**config.mk**
```make
export PLATFORM = sky130hd
export DESIGN_NAME = vga_ram_reader
export DESIGN_NICKNAME = d
export VERILOG_FILES = /design/src/rtl/vga_ram_reader.sv
export SDC_FILE = /design/constraint.sdc
export NUM_CORES = 1
export LEC_CHECK = 0
export BUFFER_PORTS_ARGS = -buffer_cell sky130_fd_sc_hd__buf_4
export CORE_MARGIN = 4
export CORE_UTILIZATION = 36
export CTS_CLUSTER_DIAMETER = 120
export DETAILED_ROUTE_END_ITERATION = 8
export SLEW_MARGIN = 20
export SYNTH_ARGS = -nofsm -noshare
export SYNTH_HDL_FRONTEND = slang
export SYNTH_SLANG_ARGS = --single-unit
```
**constraint.sdc**
```tcl
create_clock -name clk -period 1.8 [get_ports clk]
set_input_delay 0.09 -clock clk [delete_from_list [all_inputs] [get_ports clk]]
set_output_delay 0.09 -clock clk [all_outputs]
set_load 0.05 [all_outputs]
```
**src/rtl/vga_ram_reader.sv**
```systemverilog
// Fetches one 160-bit text row from display RAM and streams it out as 40 hex nibbles.
// Optional leading-zero blanking per field is compiled in with VGA_READER_BLANK_EN.
module vga_ram_reader #(
   parameter int ROWS     = 46,
   parameter int REG_ROWS = 32
) (
   input  logic         clk,
   input  logic         rst_n,
   input  logic         line_req,
   input  logic [5:0]   line_idx,
   output logic [31:0]  read_address,
   input  logic [159:0] ram_out,
   output logic         nib_valid,
   input  logic         nib_ready,
   output logic [3:0]   nib_data,
   output logic [5:0]   nib_col,
   output logic [1:0]   nib_field,
   output logic         nib_blank,
   output logic         busy,
   output logic         line_done,
   output logic         overrun_err,
   input  logic         clr_err
);

   typedef enum logic [2:0] {
      S_IDLE,
      S_ADDR,
      S_LATCH,
      S_SHIFT,
      S_DONE
   } state_t;

   localparam logic [5:0] LAST_COL = 6'd39;

   state_t         state_q, state_d;
   logic [5:0]     idx_q, idx_d;
   logic [159:0]   shift_q, shift_d;
   logic [5:0]     col_q, col_d;
   logic           err_q, err_d;
   logic [159:0]   row_data;
   logic           accept;
   logic           field_last;

   // Rows beyond the register file or the display memory read back as zeros.
   always_comb begin
      row_data = ram_out;
      if (32'(idx_q) >= REG_ROWS) begin
         row_data[95:64] = '0;
      end
      if (32'(idx_q) >= ROWS) begin
         row_data = '0;
      end
   end

   assign accept     = (state_q == S_SHIFT) && nib_ready;
   assign field_last = (col_q == 6'd15) || (col_q == 6'd23) || (col_q == LAST_COL);

   always_comb begin
      state_d = state_q;
      idx_d   = idx_q;
      shift_d = shift_q;
      col_d   = col_q;
      case (state_q)
         S_IDLE: begin
            if (line_req) begin
               idx_d   = line_idx;
               state_d = S_ADDR;
            end
         end
         S_ADDR: begin
            state_d = S_LATCH;
         end
         S_LATCH: begin
            shift_d = row_data;
            col_d   = '0;
            state_d = S_SHIFT;
         end
         S_SHIFT: begin
            if (nib_ready) begin
               shift_d = {shift_q[155:0], 4'h0};
               if (col_q == LAST_COL) begin
                  col_d   = '0;
                  state_d = S_DONE;
               end else begin
                  col_d = col_q + 6'd1;
               end
            end
         end
         S_DONE: begin
            state_d = S_IDLE;
         end
         default: begin
            state_d = S_IDLE;
         end
      endcase
   end

   // A request seen in any non-idle state is dropped; a new overrun beats clr_err.
   always_comb begin
      err_d = err_q;
      if (clr_err) begin
         err_d = 1'b0;
      end
      if (line_req && (state_q != S_IDLE)) begin
         err_d = 1'b1;
      end
   end

   always_ff @(posedge clk or negedge rst_n) begin
      if (!rst_n) begin
         state_q <= S_IDLE;
         idx_q   <= '0;
         shift_q <= '0;
         col_q   <= '0;
         err_q   <= 1'b0;
      end else begin
         state_q <= state_d;
         idx_q   <= idx_d;
         shift_q <= shift_d;
         col_q   <= col_d;
         err_q   <= err_d;
      end
   end

`ifdef VGA_READER_BLANK_EN
   logic seen_q, seen_d;

   // seen tracks whether a nonzero nibble has already gone out in the current field.
   always_comb begin
      seen_d = seen_q;
      if (state_q == S_LATCH) begin
         seen_d = 1'b0;
      end else if (accept) begin
         if (field_last) begin
            seen_d = 1'b0;
         end else if (shift_q[159:156] != 4'h0) begin
            seen_d = 1'b1;
         end
      end
   end

   always_ff @(posedge clk or negedge rst_n) begin
      if (!rst_n) begin
         seen_q <= 1'b0;
      end else begin
         seen_q <= seen_d;
      end
   end

   assign nib_blank = (state_q == S_SHIFT) && (shift_q[159:156] == 4'h0) &&
                      !seen_q && !field_last;
`else
   assign nib_blank = 1'b0;
`endif

   assign busy         = (state_q != S_IDLE);
   assign line_done    = (state_q == S_DONE);
   assign nib_valid    = (state_q == S_SHIFT);
   assign nib_data     = shift_q[159:156];
   assign nib_col      = col_q;
   assign overrun_err  = err_q;
   assign read_address = ((state_q == S_ADDR) || (state_q == S_LATCH)) ? {26'd0, idx_q} : 32'd0;

   always_comb begin
      if (col_q < 6'd16) begin
         nib_field = 2'd0;
      end else if (col_q < 6'd24) begin
         nib_field = 2'd1;
      end else begin
         nib_field = 2'd2;
      end
   end

endmodule

```
# == Yosys cells after proc, flatten, opt, wreduce, memory -nomap -nowiden ==
# Cells that the tools add are included.
# totals
reg_bits,176
input_bits,171
out_inout_bits,49
word_cells,43
# op_classes
add_sub_neg,1
order_cmp,4
n_eq_ne,8
mux,16
n_reduce_logical,9
# op_table
op,n
$mux W160,2
$pmux W160 S2,1
$mux W32,1
$mux W6,3
$ge A6 B6 Y1 const B,2
$lt A6 B5 Y1 const B,2
$pmux W3 S4,1
$pmux W6 S2,1
$mux W3,3
$add A6 B1 Y6 const B,1
$eq A3 B2 Y1 const B,2
$eq A6 B6 Y1 const B,1
$mux W2,2
$ne A2 B1 Y1 const B,2
$reduce_and A2 Y1,2
$reduce_bool A2 Y1,2
$eq A3 B1 Y1 const B,1
$eq A3 B3 Y1 const B,1
$logic_not A3 Y1,1
$reduce_and A3 Y1,1
$reduce_bool A3 Y1,1
$mux W1,2
$ne A2 B2 Y1 const B,1
$logic_and A1 B1 Y1,1
$logic_or A1 B1 Y1,1

# == Longest topological paths before layout ==
# Gate-level depths: netlist of the first run.
# depth
ltp_word,4
depth_mapped,7

# == Least setup slack after synthesis of the first run ==
# OpenSTA, ideal clock, no wires.
# synth_path
path_kind,register to output
from,"register col_q[3], in the netlist nib_col[3]"
to,output port nib_field[0]
arrival_ps,1866
required_ps,1710
slack_ps,-156
stages_incl_launch_ff,4
n_path_buf,1
cell_sequence,dfrtp_1 clkbuf_1 a21o_1 nor2_1
# synth_between
elab_chain_len,3
word_cells_on_any_way,4
cone_classes,order compare: 2; mux: 2
# synth_rtl
item,line,rtl
from (decl),38,"logic [5:0] col_q, col_d;"
from (signal assigned),120,col_q <= col_d;
$lt A6 B5 Y1,167,end else if (col_q < 6'd24) begin
$mux W2,167,
$mux W2 *,165,if (col_q < 6'd16) begin
to (decl),17,"output logic [1:0] nib_field,"
# Every way passes the cells marked *; elsewhere a longest branch is shown, timed or not.

# == Worst setup path in the final report of the first run ==
# layout_path
from,register state_q[0]
to,output port read_address[1]
# layout_between
elab_chain_len,3
word_cells_on_any_way,4
cone_classes,eq/ne: 2; mux: 1; reduce/logical: 1
# layout_rtl
item,line,rtl
from (decl),35,"state_t state_q, state_d;"
from (signal assigned),117,state_q <= state_d;
$eq A3 B1 Y1 or $eq A3 B2 Y1 (tied branches),162,"assign read_address = ((state_q == S_ADDR) || (state_q == S_LATCH)) ? {26'd0, idx_q} : 32'd0;"
$logic_or A1 B1 Y1 *,162,
$mux W6 *,162,
to (decl),11,"output logic [31:0] read_address,"
# Marks and branches as above.

==> metrics, run 1 <==
outcome=finished clean; Remaining Overflow, GRT=0; top-area cell type share of the netlist area=51.2%; largest cells by area after synthesis=dfrtp_1, a31oi_1, nand3_1; io pins=220; Int Pwr=0.00862 W; Clk pwr share=28.7%; Pins Over Slew Limit=0; first-pass GRT wire length=40800 um; Register Area=4410 um^2; maximum fanout along the worst path=6; fmax=575 MHz; share of cells above drive strength 1=22.2%; Die Area=26400 um^2; Global Route Usage Sum=18.8%; Clock transition at path regs=0.07 ns; MaxCap Viol Count=0; GPL Wtd Cong=0.802; compound-gate portion of the synthesized area=14.1%; final setup fails=0; Worst setup SP type=flop; Netlist Area Pre-Place=8600 um^2; worst-margin pin slew=0.501 ns; RSZ-0062 raised after global routing=true; Synth Instances=998; Starting Density=36.6%; XOR/XNOR Fraction of Synth Area=0.102%; routed vias/inst=4.97; clock skew=0.00864 ns; CP Capture Type=output port; router iterations before antenna repair=5; final core occ=53.3%; WHS Path Cells=3; R2R Setup Slk=0.14 ns; Filler cells=2105; number of global-route vias before repair=8119; Post-synth top cells=dfrtp_1, nand2_1, nor2_1, nand3_1, a31oi_1; adder-cell share of the synthesized area=0.145%; Critical Path RT=1.71 ns; Final Hold Violating Endpoints=0; switch share=33.6%; total CTS buffers=17; DRC viols=0; cell taking the most area after synthesis=dfrtp_1; total wire length=25400 um; H-tree depth=4; antenna viol nets, final=0; initial antenna violation count=0; Worst Hold Class=primary input to flop; final net count=1468; Leak=5.62 nW; mean routed wirelength per cell=15.6 um; Post-Synth Simple-Gate Area=25.4%; main combinational cell family by area after synthesis=simple AND/OR/NAND/NOR gates; Hold WS=0.0226 ns; mux share of post-synthesis cell area=0.902%; period utilization=96.5%; TritonCTS clock tree=built; ys async rst share=100%; Logic pwr share=27.0%; Post-synth EDFFs=0; First DRT Iteration DRCs=680; total power=0.0130 W; IO buf count=192; Die Wd=163 um; Switch Pwr=0.00436 W; register area share after synthesis=51.2%; sequential share of power=44.3%; Placed Cells=1454; clk sinks=176; top-count cell post-synth=dfrtp_1; CORE AREA=23500 um^2; final cell count without fillers=1629; Worst EP arrival=1.65 ns; Synth Warn #=0; Peak VDD IR=0.572 mV; CTS max path bufs=2; PwrDens=1040 nW/um^2; area of the multi-input gates=3630 um^2; #FFs+latches synth=176; die height=163 um; clock root buffer=clkbuf_16; syn_area_per_cell=8.62 um^2; synth-to-layout area growth=45.4%; Clk Latency, worst-skew pair=0.42 ns; Min Clock Period, post-route=1.74 ns; dominant synthesized flop cell=dfrtp_1; DR vias=8100; Synth cell types=36; post-DP HPWL=15900 um; R2R depth=5; row cnt=56; category of the most critical setup path=flop to output port; largest net degree at the start of global routing=92; Rel. slew slack=66.6%
## area by class of cell
cell class              instances  share of cell area, %
repair inverters                1                 0.0700
clock inverters                14                   1.19
clock buffers                  18                   3.51
well taps                     319                   3.19
inverters                       4                  0.220
repair buffers                373                   27.5
diodes                          1                 0.0200
flip-flops and latches        176                   35.2
multi-input cells             723                   29.0
## power groups by stage
stage	Clock, W	Combinational [W]	Sequential [W]
floorplan	0	0.00218	0.00577
global placement	0	0.00317	0.00581
detailed placement	0	0.00325	0.00582
CTS	0.00381	0.00350	0.00575
global route	0.00398	0.00393	0.00590
finish	0.00373	0.00351	0.00575
## path summary, 6_finish.rpt
path	from	endpoint
setup reg to reg	state_q[0]	shift_q[2]
setup / recovery	state_q[0]	read_address[1]
min in group asynchronous	rst_n	shift_q[130]
max in group asynchronous	rst_n	nib_col[4]
hold reg to reg	shift_q[84]	shift_q[84]
hold / removal	nib_ready	state_q[2]
## layer usage
| layer | GRT usage [%] | routed length (um) |
|---|---|---|
| met1 | 26.0 | 11800 |
| met2 | 30.6 | 12000 |
| met3 | 4.10 | 1250 |
| met4 | 4.19 | 286 |
| met5 | 0 | 0 |
## layout by cell type, fill, tap and decap left out, types with 2 or more instances in the layout
cell type      synthesis  routed
nand4_1                2       2
conb_1                 1      27
clkbuf_16              0      18
nor2_1               136     135
and2_1                 8       4
a31oi_1              125     125
buf_6                  5       8
buf_4                 33     207
and2_4                 0       4
inv_8                  0       3
clkbuf_8               0       2
o21ai_1               18      19
nand2_1              164     164
a22o_1                 4       4
inv_6                  0       6
mux2_2                 6       6
dfrtp_2                0       2
nor3b_1               32      32
a21oi_1               35      35
buf_12                 0      18
and3_1                 2       2
dlygate4sd3_1          0     136
clkinvlp_4             0       2
o21ai_0               23      22
clkinv_4               0       3
dfrtp_1              176     174
inv_1                  3       3
nand3_1              127     127
## critical path, cell delays in order (launching register included)
cell	delay, ns
dfrtp_1	0.39
buf_4	0.16
xnor2_1	0.12
nor2_1	0.10
buf_4	0.16
and2_1	0.15
buf_6	0.16
## timing repair
item                       4_1_cts  5_1_grt
setup endpoints to repair        7       19
resized for setup                5       15
hold endpoints to repair       185        0
hold buffers                   137        0
buffers inserted                 2        1
gates cloned                     0        2
## state kept, by name, indices dropped and copies added, names as in the netlist
name,flops
nib_col,6
state_q,3
shift_q,160
overrun_err,1
idx_q,6
## cell families after synthesis
logic type | after synthesis
AND/OR/NAND/NOR | 480
AO/OA/AOI/OAI | 207
flip-flops | 176
buffers and inverters | 125
multiplexers | 7
adder cells (fa/ha/maj) | 1
other | 1
XOR/XNOR | 1
## stage by stage
stage               worst slack, ns  TNS (ns)  cell area [um^2]
finish                       0.0622         0             12500
global route               -0.00286  -0.00431             12500
CTS                          0.0165         0             12400
detailed placement           0.0340         0             10400
global placement              0.112         0             10400
floorplan                    0.0172         0              8710
Power figures use the tool's default switching activity.
==> inputs of run 2 (changes only) <==
--- a/config.mk
+++ b/config.mk
@@ -5,6 +5,7 @@
 export SDC_FILE = /design/constraint.sdc
 export NUM_CORES = 1
 export LEC_CHECK = 0
+export ABC_CLOCK_PERIOD_IN_PS = 1800
 export BUFFER_PORTS_ARGS = -buffer_cell sky130_fd_sc_hd__buf_4
 export CORE_MARGIN = 4
 export CORE_UTILIZATION = 36
==> constraint.sdc (replaced) <==
create_clock -name clk -period 1.8 [get_ports clk]
set_input_delay 0.45 -clock clk [delete_from_list [all_inputs] [get_ports clk]]
set_output_delay 0.45 -clock clk [all_outputs]
set_load 0.05 [all_outputs]
==> metrics, run 2 (synthesized netlist as in run 1, its figures left out) <==
setup ws final=-0.201 ns (was 0.0622 ns); Critical Path RT=1.35 ns (was 1.71 ns); total wire length=28500 um (was 25400 um); total CTS buffers=17 (unchanged); gr busiest metal=met2 (unchanged); Hold WS=0.219 ns (was 0.0226 ns); Worst Hold Class=primary input to flop (unchanged); GPL Wtd Cong=0.785 (was 0.802); Final Hold Violating Endpoints=0 (unchanged); most frequent cells in the layout=buf_4, dfrtp_1, nand2_1, nor2_1, nand3_1 (was buf_4, dfrtp_1, nand2_1, dlygate4sd3_1, nor2_1); PwrDens=1100 nW/um^2 (was 1040 nW/um^2); critical-path cell list=buf_4, or3_4, buf_6 (was buf_4, xnor2_1, nor2_1, buf_4, and2_1, buf_6); io pins=220 (unchanged); max reg flops=160 (unchanged); final cell count without fillers=1559 (was 1629); routing usage on met1=24.7% (was 26.0%); final core occ=53.5% (was 53.3%); First DRT Iteration DRCs=685 (was 680); Placed Cells=1456 (was 1454); R2R Path End=shift_q[86] (was shift_q[2]); Die Wd=163 um (unchanged); CP Capture Type=output port (unchanged); CP Buf/Inv Count=2 (was 3); Die Area=26400 um^2 (unchanged); Crit-path slowest cell=dfrtp_1 (unchanged); largest delay contributor family on the critical path=flip-flops (was buffers and inverters); routed vias/inst=5.27 (was 4.97); DRC viols=0 (unchanged); post-DP HPWL=15900 um (about the same); first-pass GRT wire length=38900 um (was 40800 um); row cnt=56 (unchanged); worst r2r src=state_q[0] (unchanged); Final TNS setup=-12.67 ns (was 0 ns); Clock transition at path regs=0.07 ns (about the same); clk sinks=176 (unchanged); WHS Path Cells=2 (was 3); Remaining Overflow, GRT=0 (unchanged); final setup fails=173 (was 0); MaxCap Viol Count=0 (unchanged); DR vias=8210 (was 8100); final net count=1399 (was 1468); fmax=500 MHz (was 575 MHz); die height=163 um (unchanged); clock skew=0.0127 ns (was 0.00864 ns); hold path endpoint=overrun_err (was state_q[2]); initial antenna violation count=1 (was 0); synth-to-layout area growth=46.1% (was 45.4%); number of global-route vias before repair=7427 (was 8119); Filler cells=2130 (was 2105); Global Route Usage Sum=18.2% (was 18.8%); TritonCTS clock tree=built (unchanged); R2R depth=9 (was 5); CTS max path bufs=2 (unchanged); Min Clock Period, post-route=2.00 ns (was 1.74 ns); category of the most critical setup path=flop to output port (unchanged); grt met3 use=5.29% (was 4.10%); HP Start=clr_err (was nib_ready); R2R Setup Slk=-0.16 ns (was 0.14 ns); period utilization=111% (was 96.5%); Biggest register=shift_q (unchanged); Worst EP arrival=1.55 ns (was 1.65 ns); GRT met2 Usage=29.6% (was 30.6%); outcome=finished, violations left (was finished clean); largest net degree at the start of global routing=84 (was 92); CORE AREA=23500 um^2 (unchanged); failing checks=negative setup slack; Worst path max stage delay=0.41 ns (was 0.39 ns); share of cells above drive strength 1=30.8% (was 22.2%); Pins Over Slew Limit=0 (unchanged); H-tree depth=4 (unchanged); Leak=5.72 nW (was 5.62 nW); Peak VDD IR=0.576 mV (was 0.572 mV); n_diodes=0 (was 1); mean routed wirelength per cell=18.3 um (was 15.6 um); maximum fanout along the worst path=3 (was 6); RSZ-0062 raised after global routing=true (unchanged); Clk Latency, worst-skew pair=0.43 ns (was 0.42 ns); IO buf count=192 (unchanged); most common cell after layout, fill and taps aside=buf_4 (unchanged); clock root buffer=clkbuf_16 (unchanged); router iterations before antenna repair=5 (unchanged); antenna viol nets, final=0 (unchanged); DP Worst Slack=0.0559 ns (was 0.0340 ns); Starting Density=36.6% (unchanged); Worst setup SP type=flop (unchanged)
==> run 2: how the worst max path moves through the flow <==
stage	slack (ns)	startpoint	end	depth (start not counted)
final	-0.20	state_q[0]	busy	3
after global routing	-0.28	state_q[1]	read_address[3]	4
after CTS	-0.24	state_q[1]	read_address[3]	4
after detailed placement	0.06	state_q[2]	shift_q[26]	4
after global placement	0.10	nib_ready	shift_q[1]	5
after floorplan	-0.07	nib_col[3]	nib_field[0]	3
==> run 2: layout make-up <==
cell class / count / area (um^2) / share of cell area (%)
sequential: 176 / 4410 / 35.1
multi-input combinational: 723 / 3730 / 29.7
timing repair buffer: 304 / 3360 / 26.8
clock buffer: 21 / 460 / 3.66
tap: 319 / 399 / 3.18
clock inverter: 11 / 178 / 1.41
inverter: 4 / 22.5 / 0.179
timing repair inverter: 1 / 6.26 / 0.0498
==> run 2: worst reg2reg max path, stage by stage (launching register included) <==
cell,delay [ns]
dfrtp_1,0.41
buf_4,0.15
buf_6,0.10
buf_4,0.12
nor2b_4,0.14
or3b_4,0.44
buf_12,0.18
buf_8,0.15
nand2_1,0.08
o21ai_1,0.08
==> run 2: power by group <==
part	leakage, nW	switching [W]	internal (W)
logic	3.49	0.00216	0.00184
registers	1.92	0.000714	0.00506
clock network	0.306	0.00166	0.00242
==> run 2: layer usage <==
layer | wire length (um) | vias up | part of all wire (%)
li1 | - | 3871 | -
met1 | 12100 | 4010 | 43
met5 | 20 | - | 0.070
met2 | 13800 | 302 | 48
met3 | 2200 | 25 | 7.7
met4 | 326 | 2 | 1.1
==> run 2: metrics by stage <==
step	area [um^2]	total power [W]
floorplan	8710	0.00796
global placement	10500	0.00899
detailed placement	10500	0.00908
CTS	11400	0.0133
global route	12600	0.0146
finish	12600	0.0138
==> run 2: timing repair <==
| item | 4_1_cts | 5_1_grt |
|---|---|---|
| setup endpoints to repair | 12 | 160 |
| gates cloned | 4 | 35 |
| hold endpoints to repair | 40 | 0 |
| resized for setup | 35 | 81 |
| setup buffers | 12 | 19 |
| pin swaps | 5 | 9 |
| hold buffers | 1 | 0 |
==> inputs of run 3 (changes only) <==
--- a/config.mk
+++ b/config.mk
@@ -7,11 +7,15 @@
 export LEC_CHECK = 0
 export ABC_CLOCK_PERIOD_IN_PS = 1800
 export BUFFER_PORTS_ARGS = -buffer_cell sky130_fd_sc_hd__buf_4
+export CELL_PAD_IN_SITES_DETAIL_PLACEMENT = 0
+export CELL_PAD_IN_SITES_GLOBAL_PLACEMENT = 1
 export CORE_MARGIN = 4
 export CORE_UTILIZATION = 36
 export CTS_CLUSTER_DIAMETER = 120
 export DETAILED_ROUTE_END_ITERATION = 8
+export PLACE_DENSITY_LB_ADDON = 0.1
 export SLEW_MARGIN = 20
 export SYNTH_ARGS = -nofsm -noshare
 export SYNTH_HDL_FRONTEND = slang
 export SYNTH_SLANG_ARGS = --single-unit
+export TNS_END_PERCENT = 50
==> metrics, run 3 (synthesized netlist as in run 1, its figures left out) <==
First DRT Iteration DRCs=530 (was 685); HP Start=clr_err (unchanged); post-DP HPWL=16000 um (was 15900 um); fmax=507 MHz (was 500 MHz); Global Route Usage Sum=18.2% (about the same); failing checks=negative setup slack (unchanged); DR vias=7501 (was 8210); Hold WS=0.207 ns (was 0.219 ns); share of cells above drive strength 1=25.3% (was 30.8%); clock skew=0.0154 ns (was 0.0127 ns); final cell count without fillers=1500 (was 1559); maximum fanout along the worst path=4 (was 3); TritonCTS clock tree=built (unchanged); Pins Over Slew Limit=0 (unchanged); worst setup path start=state_q[1] (was state_q[0]); most frequent cells in the layout=buf_4, dfrtp_1, nand2_1, nor2_1, nand3_1 (unchanged); synth-to-layout area growth=31.0% (was 46.1%); MaxCap Viol Count=0 (unchanged); H-tree depth=4 (unchanged); antenna viol nets, final=0 (unchanged); mean routed wirelength per cell=16.5 um (was 18.3 um); total CTS buffers=17 (unchanged); worst r2r src=state_q[0] (unchanged); number of global-route vias before repair=7323 (was 7427); Biggest register=shift_q (unchanged); most common cell after layout, fill and taps aside=buf_4 (unchanged); DRC viols=0 (unchanged); io pins=220 (unchanged); Starting Density=36.6% (unchanged); Worst setup SP type=flop (unchanged); period utilization=110% (was 111%); category of the most critical setup path=flop to output port (unchanged); row cnt=56 (unchanged); CORE AREA=23500 um^2 (unchanged); Leak=5.08 nW (was 5.72 nW); Worst EP arrival=1.52 ns (was 1.55 ns); GPL Wtd Cong=0.773 (was 0.785); Placed Cells=1446 (was 1456); Peak VDD IR=0.545 mV (was 0.576 mV); Min Clock Period, post-route=1.97 ns (was 2.00 ns); outcome=finished, violations left (unchanged); Final Hold Violating Endpoints=0 (unchanged); clk sinks=176 (unchanged); total wire length=24700 um (was 28500 um); Clk Latency, worst-skew pair=0.42 ns (was 0.43 ns); first-pass GRT wire length=38800 um (was 38900 um); setup ws final=-0.174 ns (was -0.201 ns); RSZ-0062 raised after global routing=true (unchanged); CP Capture Type=output port (unchanged); router iterations before antenna repair=5 (unchanged); Die Wd=163 um (unchanged); Critical Path RT=1.35 ns (about the same); max reg flops=160 (unchanged); Remaining Overflow, GRT=0 (unchanged); Die Area=26400 um^2 (unchanged); IO buf count=192 (unchanged); largest net degree at the start of global routing=107 (was 84); final net count=1340 (was 1399); routed vias/inst=5.00 (was 5.27); initial antenna violation count=1 (unchanged); Worst Hold Class=primary input to flop (unchanged); die height=163 um (unchanged); clock root buffer=clkbuf_16 (unchanged); PwrDens=1150 nW/um^2 (was 1100 nW/um^2); final setup fails=9 (was 173); Clock transition at path regs=0.07 ns (about the same); CTS max path bufs=2 (unchanged)
==> run 3: critical path, cell delays in order (launching register included) <==
cell and delay (ns):
dfrtp_2 0.43, buf_4 0.14, or3_4 0.36, buf_6 0.17
==> run 3: final timing paths <==
| path | endpoint | slack, ns | cells past startpoint |
|---|---|---|---|
| setup / recovery | busy | -0.17 | 3 |
| min in group asynchronous | shift_q[124] | 0.50 | 2 |
| setup reg to reg | nib_col[5] | 0.07 | 8 |
| hold reg to reg | shift_q[79] | 0.48 | 2 |
| max in group asynchronous | shift_q[46] | 0.71 | 3 |
| hold / removal | overrun_err | 0.21 | 2 |
==> run 3: area by class of cell <==
class                           instances  area (um^2)
Clock inverter                         11          156
Multi-Input combinational cell        723         3640
Clock buffer                           19          443
Inverter                                4         27.5
Fill cell                            2330        12200
Tap cell                              319          399
Timing Repair inverter                  1         8.76
Timing Repair Buffer                  245         2180
Antenna cell                            2         5.00
Sequential cell                       176         4410
==> run 3: timing repair <==
item	CTS	global route
gates resized for setup	22	6
endpoints found under the hold margin	28	0
pin swaps	2	4
cloned	1	2
setup buffers	5	13
endpoints found under the setup margin	11	128
hold buffers	1	0
==> run 3: metal layers <==
layer	wire [um]	global-route usage [%]	vias up
li1	-	-	3731
met1	11500	25.6	3552
met2	11700	29.2	200
met3	1230	3.44	18
met4	274	4.54	0
met5	0	0	-
==> run 3: stage by stage <==
stage	instance area (um^2)	util (%)	setup WS (ns)	power, W	setup TNS (ns)
2_1_floorplan	8710	-	-0.0717	0.00796	-0.0717
3_3_place_gp	10400	44.1	0.0199	0.00904	0
3_5_place_dp	10400	44.1	0.00731	0.00910	0
4_1_cts	11100	47.3	-0.254	0.0130	-1.98
5_1_grt	11300	48.0	-0.261	0.0138	-2.11
6_report	11300	48.0	-0.174	0.0129	-1.37
==> run 3: where the power goes <==
| part | total, W | switching, W | internal, W |
|---|---|---|---|
| Clock | 0.00383 | 0.00161 | 0.00223 |
| Combinational | 0.00339 | 0.00195 | 0.00144 |
| Sequential | 0.00572 | 0.000666 | 0.00505 |
